**config.mk**
```make
export PLATFORM = sky130hd
export DESIGN_NAME = mult_rr_arbiter
export DESIGN_NICKNAME = d
export VERILOG_FILES = /design/src/rtl/mult_rr_arbiter.sv
export SDC_FILE = /design/constraint.sdc
export NUM_CORES = 1
export LEC_CHECK = 0
export CORE_ASPECT_RATIO = 1.2
export CORE_UTILIZATION = 40
export CTS_BUF_LIST = sky130_fd_sc_hd__clkbuf_4 sky130_fd_sc_hd__clkbuf_8
export DETAILED_ROUTE_END_ITERATION = 8
export DONT_BUFFER_PORTS = 1
export GPL_TIMING_DRIVEN = 1
export PLACE_DENSITY_LB_ADDON = 0.15
export SYNTH_ARGS = -nofsm -noshare
export SYNTH_HDL_FRONTEND = slang
export SYNTH_SLANG_ARGS = --single-unit
```
**constraint.sdc**
```tcl
create_clock -name clk -period 8.6 [get_ports clk]
set_input_delay 0.86 -clock clk [delete_from_list [all_inputs] [get_ports clk]]
set_output_delay 0.86 -clock clk [all_outputs]
set_load 0.05 [all_outputs]
```
**src/rtl/mult_rr_arbiter.sv**
```systemverilog
// Round-robin arbiter sharing one registered DATA_W x DATA_W unsigned multiplier among NUM_REQ requesters.
// Optional completed-operation counter enabled by defining MULT_RR_ARBITER_STATS_EN.
//
// state | meaning
// IDLE  | scan for a valid requester from rr_ptr, grant combinationally, capture operands
// CALC  | register the full-width product of the captured operands
// RESP  | present resp_valid/resp_product to the granted requester until it accepts
module mult_rr_arbiter #(
   parameter int NUM_REQ = 4,
   parameter int DATA_W  = 16
) (
   input  logic                        clk,
   input  logic                        rst,
   input  logic [NUM_REQ-1:0]          req_valid,
   output logic [NUM_REQ-1:0]          req_ready,
   input  logic [NUM_REQ*DATA_W-1:0]   req_a,
   input  logic [NUM_REQ*DATA_W-1:0]   req_b,
   output logic [NUM_REQ-1:0]          resp_valid,
   input  logic [NUM_REQ-1:0]          resp_ready,
   output logic [2*DATA_W-1:0]         resp_product,
   output logic                        busy,
   output logic [15:0]                 op_count
);

   localparam int PTR_W  = (NUM_REQ > 1) ? $clog2(NUM_REQ) : 1;
   localparam int PROD_W = 2 * DATA_W;

   typedef enum logic [1:0] {
      IDLE = 2'd0,
      CALC = 2'd1,
      RESP = 2'd2
   } state_t;

   state_t              state;
   logic [PTR_W-1:0]    rr_ptr;
   logic [PTR_W-1:0]    grant_reg;
   logic [DATA_W-1:0]   a_reg;
   logic [DATA_W-1:0]   b_reg;

   logic                grant_found;
   logic [PTR_W-1:0]    grant_idx;
   logic                resp_hs;

   // Priority scan starting at rr_ptr, wrapping modulo NUM_REQ.
   always_comb begin
      int idx;
      grant_found = 1'b0;
      grant_idx   = '0;
      idx         = 0;
      for (int k = 0; k < NUM_REQ; k++) begin
         idx = (int'(rr_ptr) + k) % NUM_REQ;
         if (!grant_found && req_valid[idx[PTR_W-1:0]]) begin
            grant_found = 1'b1;
            grant_idx   = idx[PTR_W-1:0];
         end
      end
   end

   always_comb begin
      req_ready = '0;
      if (!rst && state == IDLE && grant_found)
         req_ready = NUM_REQ'(1) << grant_idx;
   end

   assign busy    = (state != IDLE);
   assign resp_hs = (state == RESP) && resp_ready[grant_reg];

   always_ff @(posedge clk or posedge rst) begin
      if (rst) begin
         state        <= IDLE;
         rr_ptr       <= '0;
         grant_reg    <= '0;
         a_reg        <= '0;
         b_reg        <= '0;
         resp_valid   <= '0;
         resp_product <= '0;
      end else begin
         case (state)
            IDLE: begin
               if (grant_found) begin
                  a_reg     <= req_a[grant_idx*DATA_W +: DATA_W];
                  b_reg     <= req_b[grant_idx*DATA_W +: DATA_W];
                  grant_reg <= grant_idx;
                  state     <= CALC;
               end
            end
            CALC: begin
               resp_product <= PROD_W'(a_reg) * PROD_W'(b_reg);
               resp_valid   <= NUM_REQ'(1) << grant_reg;
               state        <= RESP;
            end
            RESP: begin
               if (resp_hs) begin
                  resp_valid <= '0;
                  rr_ptr     <= (grant_reg == PTR_W'(NUM_REQ - 1)) ? '0 : grant_reg + 1'b1;
                  state      <= IDLE;
               end
            end
            default: state <= IDLE;
         endcase
      end
   end

`ifdef MULT_RR_ARBITER_STATS_EN
   always_ff @(posedge clk or posedge rst) begin
      if (rst)
         op_count <= '0;
      else if (resp_hs)
         op_count <= op_count + 16'd1;
   end
`else
   assign op_count = '0;
`endif

endmodule

```
==> run metrics <==
number of nets in the final layout 1,929; CTS Hold Buffers Added 0; CTS H-Tree Depth 3; Min Clock Period, post-route 6540 ps; clock sink count 74; transition time at the pin with the least slew margin 1090 ps; critical path start-end classification flip-flop to flip-flop; Post-CTS Setup Bufs 0; number of maximum-capacitance violations 0; Resized cells post-CTS 0; area of the core 30,800 um2; most common cell after layout, fill and taps aside sky130_fd_sc_hd__nand2_1; synthesized area divided by synthesized cell count 8.16 um2; router iterations before antenna repair 5; maximum number of pins on one net before global-route repair 72; sequential element share of the synthesized area 0.146; highest fanout seen on the critical path 17; status finished, final reports clean; setup-violating endpoint count in the final report 0; final weighted congestion of routability-driven global placement 0.855; clock transition at the register clock pins on the worst setup and hold paths after CTS 90 ps; crit end category flip-flop; number of enable-type register cells in the synthesized netlist 0; fraction of layout instances using a drive strength above 1 0.0308; count of buffers inserted at the top-level ports 0; fill count 3,169; area of the die 32,300 um2; post-layout util 0.425; relative slew slack 0.276; height of the die 197 um; number of antenna violations at the first check in global routing 0; CP Data Required Time 8890 ps; ys flop type sky130_fd_sc_hd__dfrtp_1; HPWL reported at the end of detailed placement 25.2 mm; TritonCTS clock tree yes; count of pins over their slew limit 0; number of global-route vias before repair 9,648; Routed WL 32.1 mm; signal arrival time at the worst endpoint 6830 ps; Syn Std Cell Area 12,700 um2; fraction of registers with async set/reset 1.00; routed wirelength normalized by instance count 17.0 um; clock buffer count from CTS 9; effective utilization at floorplan 0.410; top-level I/O count 195; routed via count 9,750; n_diodes 0; most used cells in the layout excluding fill and tap cells 305 x sky130_fd_sc_hd__nand2_1, 235 x sky130_fd_sc_hd__inv_1, 194 x sky130_fd_sc_hd__fa_1; horizontal die dimension 164 um; type of element launching the critical path flip-flop; unique cell type count in the Yosys netlist 59; number of nets still failing antenna checks after routing 0; dominant cell type by area after synthesis sky130_fd_sc_hd__fa_1; area growth from synthesis to layout 3.60%; most area-consuming cells after synthesis sky130_fd_sc_hd__fa_1 31%, sky130_fd_sc_hd__dfrtp_1 15%, sky130_fd_sc_hd__ha_1 11%; maximum clock skew at final layout 16.8 ps; global route overflow 0; RSZ-0062 raised after global routing no; max FFs per register 32; global-route wire length before repair 50.8 mm; sum of negative setup slack 0 ps; insertion delay of the later-clocked pin in the worst-skew pair 390 ps; maximum clock insertion buffer count 2; drt initial violations 476; Synth Register Bits 74; number of hold violations in the final report 0; Vias/cell 5.16; overall fraction of global-route tracks in use 0.206; instance count of the mapped netlist 1,550; worst hold path class input pin to async pin; yosys warns 0; share of Yosys cell area claimed by the top area cell type 0.307; cell at the root of the clock tree sky130_fd_sc_hd__clkbuf_8; top achievable clock speed 153 MHz; Final Cycle Share 0.760; number of core rows 70; drt drc 0
## cell usage after synthesis (4+ instances only)
master and count:
sky130_fd_sc_hd__o211ai_1 6, sky130_fd_sc_hd__o21a_1 5, sky130_fd_sc_hd__ha_1 108, sky130_fd_sc_hd__nand2b_1 4, sky130_fd_sc_hd__fa_1 194, sky130_fd_sc_hd__dfrtp_1 74, sky130_fd_sc_hd__a21oi_1 28, sky130_fd_sc_hd__o31ai_1 4
sky130_fd_sc_hd__nand4_1 5, sky130_fd_sc_hd__nor3b_1 4, sky130_fd_sc_hd__inv_1 236, sky130_fd_sc_hd__nand3_1 41, sky130_fd_sc_hd__or3_1 4, sky130_fd_sc_hd__nor3_1 6, sky130_fd_sc_hd__clkbuf_1 70, sky130_fd_sc_hd__o21bai_1 6
sky130_fd_sc_hd__buf_2 4, sky130_fd_sc_hd__nor2_1 117, sky130_fd_sc_hd__o21ai_1 25, sky130_fd_sc_hd__and2_1 118, sky130_fd_sc_hd__buf_4 18, sky130_fd_sc_hd__a21o_1 7, sky130_fd_sc_hd__xor2_1 7, sky130_fd_sc_hd__o21ai_0 80
sky130_fd_sc_hd__a31oi_1 9, sky130_fd_sc_hd__xnor2_1 13, sky130_fd_sc_hd__nand2_1 305
## through the flow
step	hold slack, ps	std cells	setup WS, ps	cell area [um2]
after floorplan	525	1565	2550	12700
after global placement	590	1874	2120	12900
after detailed placement	592	1874	2070	12900
after CTS	399	1890	2060	13100
after global routing	439	1890	1800	13100
final	390	1890	2060	13100
## cell families (layout without fill, tap and decap cells)
| kind of cell | Yosys count | in the layout | share of synthesized area |
|---|---|---|---|
| muxes | 5 | 5 | 0.00514 |
| and+or+nand+nor | 622 | 622 | 0.223 |
| other | 1 | 16 | 0.000296 |
| adders and majority gates | 302 | 302 | 0.414 |
| buffers and inverters | 332 | 261 | 0.106 |
| xor gates and xnor gates | 20 | 20 | 0.0138 |
| DFF | 74 | 74 | 0.146 |
| AOI/OAI and AO/OA | 194 | 194 | 0.0917 |
## final timing paths
| path | start | to | slack (ps) | cells past startpoint |
|---|---|---|---|---|
| setup / recovery | b_reg[7] | resp_product[29] | 2060 | 20 |
| hold / removal | rst | a_reg[14] | 390 | 1 |
| setup reg to reg | b_reg[7] | resp_product[29] | 2060 | 20 |
| hold reg to reg | rr_ptr[0] | rr_ptr[0] | 610 | 2 |
| max in group asynchronous | rst | resp_product[0] | 7240 | 2 |
| min in group clk | rr_ptr[0] | rr_ptr[0] | 610 | 2 |
## final cells by class
cell class              count  area (um2)  share of cell area
multi-input cells        1159        9560               0.729
clock inverters             6         114             0.00869
repair buffers              9        67.6             0.00516
flip-flops and latches     74        1850               0.141
clock buffers              10         131              0.0100
inverters                 236         887              0.0677
well taps                 396         495              0.0378
## layer usage
| metal | up-vias | GRT usage | wire, um |
|---|---|---|---|
| met5 | - | 0 | 0 |
| met4 | 0 | 0.0658 | 784 |
| li1 | 4650 | - | - |
| met1 | 4839 | 0.250 | 12800 |
| met2 | 219 | 0.376 | 17400 |
| met3 | 42 | 0.0213 | 1150 |
## critical path, stage by stage (launching register included)
cell and delay (ps):
sky130_fd_sc_hd__dfrtp_1 840, sky130_fd_sc_hd__nand2_1 180, sky130_fd_sc_hd__fa_1 570, sky130_fd_sc_hd__inv_1 50, sky130_fd_sc_hd__fa_1 510, sky130_fd_sc_hd__inv_1 60, sky130_fd_sc_hd__fa_1 530, sky130_fd_sc_hd__inv_1 50
sky130_fd_sc_hd__fa_1 460, sky130_fd_sc_hd__fa_1 490, sky130_fd_sc_hd__inv_1 50, sky130_fd_sc_hd__fa_1 470, sky130_fd_sc_hd__inv_1 40, sky130_fd_sc_hd__ha_1 400, sky130_fd_sc_hd__nand2_2 130, sky130_fd_sc_hd__nor4_4 330
sky130_fd_sc_hd__a21oi_2 110, sky130_fd_sc_hd__a211oi_2 310, sky130_fd_sc_hd__or4b_1 490, sky130_fd_sc_hd__a21o_1 170, sky130_fd_sc_hd__a31o_1 200
Power is left out: the tool's default activity adds up to more than one toggle a clock period on the data nets, which glitch-free logic cannot reach.
